<file path="src/rtl/fifo_burst_reader.sv">
// fifo_burst_reader: read-side burst consumer for the async FIFO (rclk domain).
// Ports: rclk/rrst; start/len/busy command; rempty/rdata/rinc FIFO read port;
//        out_valid/out_ready/out_data/out_last beat stream; done/timeout status.
// Optional: `define FIFO_BURST_TIMEOUT_EN builds a starvation abort counter.
module fifo_burst_reader #(
  parameter int WSIZE   = 16,
  parameter int LSIZE   = 8,
  parameter int TIMEOUT = 64
) (
  input  logic             rclk,
  input  logic             rrst,
  input  logic             start,
  input  logic [LSIZE-1:0] len,
  output logic             busy,
  input  logic             rempty,
  input  logic [WSIZE-1:0] rdata,
  output logic             rinc,
  output logic             out_valid,
  input  logic             out_ready,
  output logic [WSIZE-1:0] out_data,
  output logic             out_last,
  output logic             done,
  output logic             timeout
);

  // One extra bit so that len = 2^LSIZE-1 loads 2^LSIZE without wrapping.
  localparam int RW = LSIZE + 1;

  typedef enum logic [1:0] {
    IDLE  = 2'd0,
    BURST = 2'd1,
    LAST  = 2'd2
  } state_t;

  state_t        state;
  logic [RW-1:0] remaining;
  logic          accept;
  logic          abort;

  if (TIMEOUT < 1) begin : g_bad_timeout
    $error("fifo_burst_reader: TIMEOUT must be at least 1");
  end

  assign busy   = (state != IDLE);
  assign accept = out_valid && out_ready;

  // Pop only when the output register is free or being emptied this cycle,
  // so a stalled beat is never overwritten and rempty is always honoured.
  assign rinc = (state == BURST) && (remaining != '0) && !rempty &&
                (!out_valid || out_ready);

`ifdef FIFO_BURST_TIMEOUT_EN
  localparam int TW = $clog2(TIMEOUT + 1);

  logic [TW-1:0] starve_cnt;
  logic          starve;

  // Starved = nothing to pop and nothing pending downstream.
  assign starve = (state == BURST) && rempty && !out_valid;
  // Fires on the edge that would bring the count to TIMEOUT.
  assign abort  = starve && (starve_cnt == TW'(TIMEOUT - 1));

  always_ff @(posedge rclk or posedge rrst) begin
    if (rrst) begin
      starve_cnt <= '0;
      timeout    <= 1'b0;
    end else begin
      timeout <= abort;
      if (starve && !abort) begin
        starve_cnt <= starve_cnt + TW'(1);
      end else begin
        starve_cnt <= '0;
      end
    end
  end
`else
  assign abort   = 1'b0;
  assign timeout = 1'b0;
`endif

  always_ff @(posedge rclk or posedge rrst) begin
    if (rrst) begin
      state     <= IDLE;
      remaining <= '0;
      out_valid <= 1'b0;
      out_data  <= '0;
      out_last  <= 1'b0;
      done      <= 1'b0;
    end else begin
      done <= 1'b0;

      // Output register: load on pop, drain on accept, otherwise hold.
      if (rinc) begin
        out_data  <= rdata;
        out_valid <= 1'b1;
        out_last  <= (remaining == RW'(1));
        remaining <= remaining - RW'(1);
      end else if (accept) begin
        out_valid <= 1'b0;
        out_last  <= 1'b0;
      end

      unique case (state)
        IDLE: begin
          if (start) begin
            remaining <= RW'(len) + RW'(1);
            state     <= BURST;
          end
        end
        BURST: begin
          // abort implies rempty, so it never coincides with a pop.
          if (abort) begin
            remaining <= '0;
            state     <= IDLE;
          end else if (rinc && (remaining == RW'(1))) begin
            state <= LAST;
          end
        end
        LAST: begin
          // The final beat is the only one in flight here.
          if (accept) begin
            state <= IDLE;
            done  <= 1'b1;
          end
        end
        default: state <= IDLE;
      endcase
    end
  end

endmodule

</file>
<file path="config.mk">
export PLATFORM = sky130hd
export DESIGN_NAME = fifo_burst_reader
export DESIGN_NICKNAME = d
export VERILOG_FILES = /design/src/rtl/fifo_burst_reader.sv
export SDC_FILE = /design/constraint.sdc
export NUM_CORES = 1
export LEC_CHECK = 0
export BUFFER_PORTS_ARGS = -buffer_cell sky130_fd_sc_hd__buf_2
export CAP_MARGIN = 15
export CORE_UTILIZATION = 45
export DETAILED_ROUTE_END_ITERATION = 12
export HOLD_SLACK_MARGIN = 0.05
export PLACE_DENSITY = 0.72
export SYNTH_ARGS = -nofsm -noshare
export SYNTH_HDL_FRONTEND = slang
export SYNTH_SLANG_ARGS = --single-unit
</file>
<file path="constraint.sdc">
create_clock -name rclk -period 6.6 [get_ports rclk]
set_clock_uncertainty 0.2 [all_clocks]
set_input_delay 1.32 -clock rclk [delete_from_list [all_inputs] [get_ports rclk]]
set_output_delay 1.32 -clock rclk [all_outputs]
set_load 0.03 [all_outputs]
</file>
After elaboration in Yosys (flattened, before gate mapping):

Index checks and enable logic that the tools add are counted.

* input bits: 29
* flip-flop bits (word level): 30
* logic and storage cells: 39
* output and inout bits: 22

* reductions and logical operators: 13
* multiplexer cells: 12
* equal/unequal tests: 6
* add/sub/neg operators: 2

Operator list (number)
* 9-bit two-way mux: 3
* 8-bit by 1-bit adder with 9-bit output, second input constant: 1
* 9-bit by 1-bit equality test with 1-bit output, second input constant: 1
* 9-bit nonzero test: 1
* 9-bit by 1-bit subtractor with 9-bit output, second input constant: 1
* 2-bit two-way mux: 3
* 2-bit case mux with 3 select lines: 1
* 1-bit logical AND: 5
* 1-bit two-way mux: 5
* 2-bit != test, second input constant: 2
* 2-bit nonzero test: 2
* 3-bit AND reduction: 1
* 2-bit by 1-bit equality test with 1-bit output, second input constant: 1
* 2-bit equality test, second input constant: 1
* 1-bit logical NOT: 2
* 2-bit logical NOT: 1
* 2-bit by 1-bit != test with 1-bit output, second input constant: 1
* 1-bit logical OR: 1

Longest topological paths before layout:

Gate-level depths: netlist (run 1).

* depth after elaboration: 7
* depth in mapped cells: 8

Least setup slack after synthesis (run 1):

No wires, ideal clock.

* path type: input -> output
* start point: input rempty
* end point: output rinc
* required time: 5.080 ns
* buffers on the path: 1
* arrival time: 2.011 ns
* stages: 3
* path slack: 3.069 ns
* path through: nor3b_1 -> o211a_1 -> buf_6

* cells in the longest elaborated chain, start to end: 3

RTL lines
* start, declared: line 15 `input logic rempty,`
* 1-bit logical NOT: line 49 `assign rinc = (state == BURST) && (remaining != '0) && !rempty &&`
* 1-bit logical AND (2 in a row): line 49
* end, declared: line 17 `output logic rinc,`

No other way between the ends.

Final worst setup path (run 1):

Same ends and word-level chain as after synthesis.

==> run summary, run 1 <==
CP max FO - 20
Syn Inst Count - 134
Clock Path Buffers - 2
Final Hold Fails - 0
placed insts - 225
Total Nets Final - 220
CTS tree - yes
drt first pass iters - 4
HP Start - state[0]
die width - 61.98 um
DIE AREA - 3842 um2
CTS root buffer - clkbuf_4
cts hold-fix bufs - 0
Synth Flop Type - dfrtp_1
syn nets - 167
initial antenna violation count - 0
Worst Setup SP - rempty
via count - 1197
Final Total Pwr - 0.6399 mW
detailed-route wire length per cell - 13.76 um
Starting Density - 47.77%
final setup fails - 0
ys async rst share - 100.0%
post_cts resized - 0
Sw Share - 38.22%
clock buffer count from CTS - 5
1st-iter DRT viols - 89
maximum clock frequency - 220.8 MHz
share of layout cells above drive strength 1 - 43.09%
R2R Setup Slk - 3830 ps
Mapped Avg Cell Area - 12.08 um2
FP Rows - 21
NetSw - 0.2445 mW
fin crit share - 68.63%
Final Max Slew Viols - 0
die height - 61.98 um
All-Layer GR Usage - 17.44%
final setup TNS - 0 ps
Int Power - 0.3954 mW
FILL cells - 300
largest net degree at the start of global routing - 31
post-synth cell types - 41
drt drc - 0
number of synthesized flops with an enable pin - 0
Worst EP arrival - 3010 ps
HP Class - register to register
final core occ - 58.25%
Post-CTS Setup Bufs - 0
Diodes inserted - 0
flops & latches, synth - 30
P_leak - 0.9324 nW
Synth Warn # - 0
worst vdd ir - 0.0001952 V
status - finished, final reports clean
Layout area overhead - 21.95%
Worst Tran Pin Value - 1169 ps
post-route insts no fill - 234
pwr dens - 324.1 nW/um2
port bufs - 49
Flop pwr share - 44.4%
clk slew on worst S/H paths - 90 ps
GRT Residual Overflow - 0
maxcap violations - 0
H-tree depth - 2
Mapped Area - 1619 um2
reg2reg path depth - 7
Worst Setup Start Kind - input pin
final wirelength - 3.221 mm
Core Area - 3390 um2
num ports - 51
DP Wirelength - 2.451 mm
reg2reg end - remaining[0]
Setup crit end - rinc
RR Startpoint - remaining[0]
critical path capture point type - primary output
CP Class - input pin to primary output
Final ANT Viol Nets - 0
Worst-Skew Late Latency - 320 ps
clock power share - 17.1%
wire length of the first global-routing pass - 4.740 mm
unrepaired setup endpoints after global routing - false
vias in the first global route - 1053
critical path data required time - 5080 ps
fin crit period - 4530 ps
drt via density - 5.115
CTS sink count - 30
gp weighted congestion - 0.8669
combinational group share of total power - 38.6%
slew margin rel. - 21.80%
register area share after synthesis - 46.37%
-- sequential cells by signal, indices dropped and copies added, names as in the netlist --
name and flops:
done 1, out_data 16, out_last 1, out_valid 1, remaining 9, state 2
-- through the flow --
step	setup WS (ps)	area [um2]	hold slack (ps)
2_1_floorplan	3069	1619	255.7
3_3_place_gp	2134	1887	283.6
3_5_place_dp	2093	1887	293.7
4_1_cts	2080	1947	306.1
5_1_grt	1931	1974	330.3
6_report	2070	1974	303.8
-- per-layer routing --
| metal | GRT usage, % | vias to the layer above | wire length (um) |
|---|---|---|---|
| met2 | 28.42 | 32 | 1572 |
| met1 | 21.61 | 570 | 1470 |
| li1 | - | 589 | - |
| met4 | 8.571 | 0 | 42 |
| met3 | 4.141 | 6 | 136 |
| met5 | 0 | - | 0 |
-- power groups by stage --
stage | registers (mW) | clock network [mW] | logic (mW)
4_1_cts | 0.283 | 0.113 | 0.246
3_3_place_gp | 0.283 | 0 | 0.239
3_5_place_dp | 0.286 | 0 | 0.244
5_1_grt | 0.290 | 0.122 | 0.271
2_1_floorplan | 0.323 | 0 | 0.142
6_report | 0.284 | 0.109 | 0.247
-- critical path: stages --
cell     delay [ps]
buf_2           100
nor3b_1         330
o211a_1         900
buf_2           350
-- cell usage in the layout, fill, tap and decap left out, drive strengths merged, types with 2 or more instances in the layout --
master	count
buf	50
dfrtp	30
mux2	16
nand2	8
nor2	8
clkbuf	7
xnor2	6
a21oi	5
o21ai	5
nor3	4
xor2	4
inv	4
ha	4
nor4	4
nor3b	4
nand3	3
mux2i	3
nand4	3
and4	2
a211oi	2
-- layout make-up --
cell class	instances	area, um2	share of cell area, %
tap	46	57.56	2.915
clock buffer	7	55.05	2.788
inverter	4	15.01	0.7605
sequential	30	750.7	38.02
multi-input combinational	96	818.3	41.44
timing repair buffer	50	272.8	13.82
clock inverter	1	5.005	0.2535
-- worst min-delay path by stage --
stage	end	slack [ps]	cells past startpoint
after floorplan	done	260	1
after global placement	done	280	1
after detailed placement	out_data[1]	290	1
after CTS	done	310	1
after global routing	done	330	1
final	done	300	1
-- kinds of logic (layout without fill, tap and decap cells) --
family | after synthesis | after routing | share of synthesized area [%]
adders and majority gates | 4 | 4 | 3.091
AOI/OAI and AO/OA | 16 | 16 | 6.414
muxes | 19 | 19 | 16.69
DFF | 30 | 30 | 46.37
xor gates and xnor gates | 10 | 10 | 5.873
buffers and inverters | 8 | 62 | 3.091
and+or+nand+nor | 46 | 46 | 18.24
other | 1 | 1 | 0.2316
-- synthesized netlist by cell type (4+ instances only) --
| cell type | count | area share, % |
|---|---|---|
| dfrtp_1 | 30 | 46 |
| mux2_4 | 16 | 15 |
| nand2_1 | 8 | 1.9 |
| nor2_1 | 8 | 1.9 |
| xnor2_1 | 5 | 2.7 |
| a21oi_1 | 4 | 1.2 |
| ha_1 | 4 | 3.1 |
| inv_1 | 4 | 0.93 |
| nor3_1 | 4 | 1.2 |
| xor2_1 | 4 | 2.2 |
Power figures use the tool's default switching activity.
==> inputs of run 2 (changes only) <==
- PLACE_DENSITY: 0.72 -> 0.75
- clock period: 6.6 -> 3.7 ns (I/O delays scaled with it)
==> run summary, run 2 (same netlist as run 1, synthesis figures left out) <==
largest net degree at the start of global routing - 31
final setup TNS - 0 ps
CTS root buffer - clkbuf_4
Design Area, Final - 1977 um2
via count - 1283
fin crit period - 3021 ps
num ports - 51
1st-iter DRT viols - 59
worst vdd ir - 0.0002934 V
Final Max Slew Viols - 0
unrepaired setup endpoints after global routing - false
RR Startpoint - remaining[0]
Cell Chain, Critical Path - inv_1, ha_1, or4b_4, o211a_1, buf_2
vias in the first global route - 1130
GRT Residual Overflow - 0
pwr dens - 582.9 nW/um2
status - finished, final reports clean
FILL cells - 282
Post-CTS Setup Bufs - 0
HP Class - input pin to asynchronous set/reset pin
Worst Setup Start Kind - register
fin crit share - 81.66%
gp weighted congestion - 0.9010
Core Area - 3390 um2
critical path capture point type - primary output
max FFs per register - 16
drt via density - 5.436
CP max FO - 4
R2R Setup Slk - 1230 ps
H-tree depth - 2
All-Layer GR Usage - 19.22%
commonest non-fill, non-tap cell in the layout - buf_2
largest register by flop count - out_data
CTS sink count - 30
final setup fails - 0
Worst Setup SP - remaining[0]
Layout area overhead - 22.10%
Diodes inserted - 0
CP max-delay cell - or4b_4
maximum clock frequency - 331.0 MHz
DIE AREA - 3842 um2
placed insts - 226
CP Class - register to primary output
die height - 61.98 um
Hold Worst Slack - 253.6 ps
Final ANT Viol Nets - 0
Largest stage delay, worst path - 500 ps
clock buffer count from CTS - 5
Final Hold Fails - 0
DP Wirelength - 2.493 mm
cts hold-fix bufs - 0
CTS tree - yes
Top Registers - out_data x16, remaining x9, state x2
leading cell types in the layout, fill and taps excluded - buf_2 (49), dfrtp_1 (30), mux2_4 (16)
die width - 61.98 um
initial antenna violation count - 0
post-route insts no fill - 236
detailed-route wire length per cell - 14.20 um
drt drc - 0
Worst EP arrival - 2080 ps
final worst slack - 678.7 ps
Total Nets Final - 222
maxcap violations - 0
post_cts resized - 0
Worst Tran Pin Value - 593.2 ps
DP Worst Slack - 1022 ps
Clock Path Buffers - 2
Worst-Skew Late Latency - 330 ps
final core occ - 58.32%
wire length of the first global-routing pass - 5.278 mm
P_leak - 0.9376 nW
final wirelength - 3.351 mm
port bufs - 49
FP Rows - 21
share of layout cells above drive strength 1 - 43.68%
placed cell areas - 1894 um2
clk slew on worst S/H paths - 90 ps
Final Total Pwr - 1.152 mW
slew margin rel. - 60.41%
critical path data required time - 2760 ps
drt first pass iters - 4
Starting Density - 47.77%
-- run 2: area by class of cell --
cell class / instances / area (um2) / share of cell area [%]
Timing Repair Buffer: 52 / 275.3 / 13.92
Clock buffer: 7 / 55.05 / 2.785
Clock inverter: 1 / 5.005 / 0.2532
Multi-Input combinational cell: 96 / 818.3 / 41.39
Sequential cell: 30 / 750.7 / 37.97
Inverter: 4 / 15.01 / 0.7595
Tap cell: 46 / 57.56 / 2.911
-- run 2: layer usage --
metal / vias to the layer above / global-route usage [%] / part of all wire [%] / routed length (um)
li1: 597 / - / - / -
met1: 632 / 25.65 / 45 / 1505
met2: 49 / 29.18 / 48 / 1616
met3: 5 / 4.969 / 5.4 / 182
met4: 0 / 8.889 / 1.4 / 46
met5: - / 0 / 0 / 0
-- run 2: final timing paths --
path                            cells after the start            to
worst max-delay path                                5          rinc
worst min-delay path                                2  out_data[14]
worst max register to register                      6   out_data[7]
worst min register to register                      1  out_data[13]
max in group asynchronous                           3  remaining[3]
min in group rclk                                   1  out_data[13]
-- run 2: critical path: cells and delay by family, from the launching register on --
| family | cells | cell delay [ps] |
|---|---|---|
| and+or+nand+nor | 1 | 500 |
| DFF | 1 | 430 |
| buffers and inverters | 2 | 340 |
| AOI/OAI and AO/OA | 1 | 260 |
| adders and majority gates | 1 | 230 |
-- run 2: report_power, final --
group | switching (mW) | leakage [nW] | internal (mW)
sequential | 0.0960 | 0.357 | 0.415
combinational | 0.243 | 0.546 | 0.197
clock | 0.110 | 0.0353 | 0.0919
==> inputs of run 3 (changes only) <==
- PLACE_DENSITY: 0.75 -> 0.72
- clock period: 3.7 -> 2.8 ns (I/O delays scaled with it)
==> run summary, run 3 (same netlist as run 1, synthesis figures left out) <==
placed insts - 228
Final Max Slew Viols - 0
drt first pass iters - 4
1st-iter DRT viols - 53
RR Startpoint - remaining[0]
Clock Path Buffers - 2
DP Wirelength - 2.432 mm
status - finished, final reports clean
detailed-route wire length per cell - 13.75 um
pwr dens - 770.5 nW/um2
Worst EP arrival - 1950 ps
Worst-Skew Late Latency - 320 ps
largest net degree at the start of global routing - 31
P_leak - 0.9390 nW
final setup TNS - 0 ps
CTS root buffer - clkbuf_4
CTS tree - yes
num ports - 51
largest register by flop count - out_data
port bufs - 49
drt via density - 5.173
die height - 61.98 um
maximum clock frequency - 368.5 MHz
Cell Chain, Critical Path - inv_2, ha_2, or4b_4, o211a_1, buf_2
die width - 61.98 um
commonest non-fill, non-tap cell in the layout - buf_2
CTS sink count - 30
Worst Setup Start Kind - register
share of layout cells above drive strength 1 - 46.60%
worst vdd ir - 0.0005844 V
critical path data required time - 2040 ps
max FFs per register - 16
via count - 1226
leading cell types in the layout, fill and taps excluded - buf_2 (49), dfrtp_1 (29), mux2_4 (16)
DIE AREA - 3842 um2
post-route insts no fill - 237
drt drc - 0
critical path capture point type - primary output
multi-input logic area - 820.8 um2
All-Layer GR Usage - 17.92%
final core occ - 58.62%
register area - 752.0 um2
Top Registers - out_data x16, remaining x9, state x2
Total Nets Final - 225
final worst slack - 86.17 ps
Starting Density - 47.77%
FP Rows - 21
CP max-delay cell - or4b_4
Largest stage delay, worst path - 480 ps
Final ANT Viol Nets - 0
Final Hold Fails - 0
unrepaired setup endpoints after global routing - false
vias in the first global route - 1081
R2R Setup Slk - 450 ps
CP Class - register to primary output
H-tree depth - 2
slew margin rel. - 66.66%
initial antenna violation count - 0
reg2reg path depth - 6
GRT Residual Overflow - 0
Worst Tran Pin Value - 493.1 ps
clk slew on worst S/H paths - 80 ps
Layout area overhead - 22.72%
reg2reg end - out_data[5]
HP Class - input pin to asynchronous set/reset pin
final setup fails - 0
cts hold-fix bufs - 0
clock buffer count from CTS - 5
Diodes inserted - 0
FILL cells - 291
Core Area - 3390 um2
DP Worst Slack - 344.3 ps
wire length of the first global-routing pass - 4.912 mm
fin crit period - 2714 ps
fin crit share - 96.92%
final wirelength - 3.258 mm
gp weighted congestion - 0.8689
maxcap violations - 0
CP max FO - 4
Hold Worst Slack - 107.5 ps
-- run 3: final cells by class --
cell class	instances	share of cell area, %
clock buffers	6	2.582
well taps	46	2.897
multi-input cells	96	41.31
inverters	4	0.7557
flip-flops and latches	30	37.85
repair buffers	55	14.61
-- run 3: worst max-delay path by stage --
stage / endpoint / depth (start not counted) / start
after floorplan: rinc / 5 / remaining[0]
after global placement: rinc / 5 / remaining[0]
after detailed placement: rinc / 5 / remaining[0]
after CTS: rinc / 5 / remaining[0]
after global routing: rinc / 5 / remaining[0]
final: rinc / 5 / remaining[0]
-- run 3: metal layers --
layer  GRT usage (%)  vias up  wire, um
met2           27.96       35      1588
met4           5.714        0        14
met3           5.590        2       158
li1                -      595         -
met5               0        -         0
met1           23.75      594      1497
-- run 3: critical path: cells and delay by family, from the launching register on --
family | cells | cell delay [ps]
AND/OR/NAND/NOR | 1 | 480
flip-flops | 1 | 430
buffers and inverters | 2 | 280
AO/OA/AOI/OAI | 1 | 250
adder cells (fa/ha/maj) | 1 | 200
-- run 3: where the power goes --
| part | internal [mW] | leakage, nW | switching, mW | total [mW] |
|---|---|---|---|---|
| logic | 0.289 | 0.553 | 0.327 | 0.616 |
| registers | 0.550 | 0.356 | 0.120 | 0.670 |
| clock network | 0.113 | 0.0302 | 0.132 | 0.245 |
-- run 3: repair_timing --
action	CTS	global route
gates resized for setup	1	3
setup endpoints to repair	1	1
buffers inserted	0	3
-- run 3: per-stage QoR --
stage	instance area, um2	power, mW
after global routing	1987	1.635
after global placement	1909	1.232
after detailed placement	1909	1.249
after CTS	1961	1.500
final	1987	1.531
after floorplan	1619	1.097
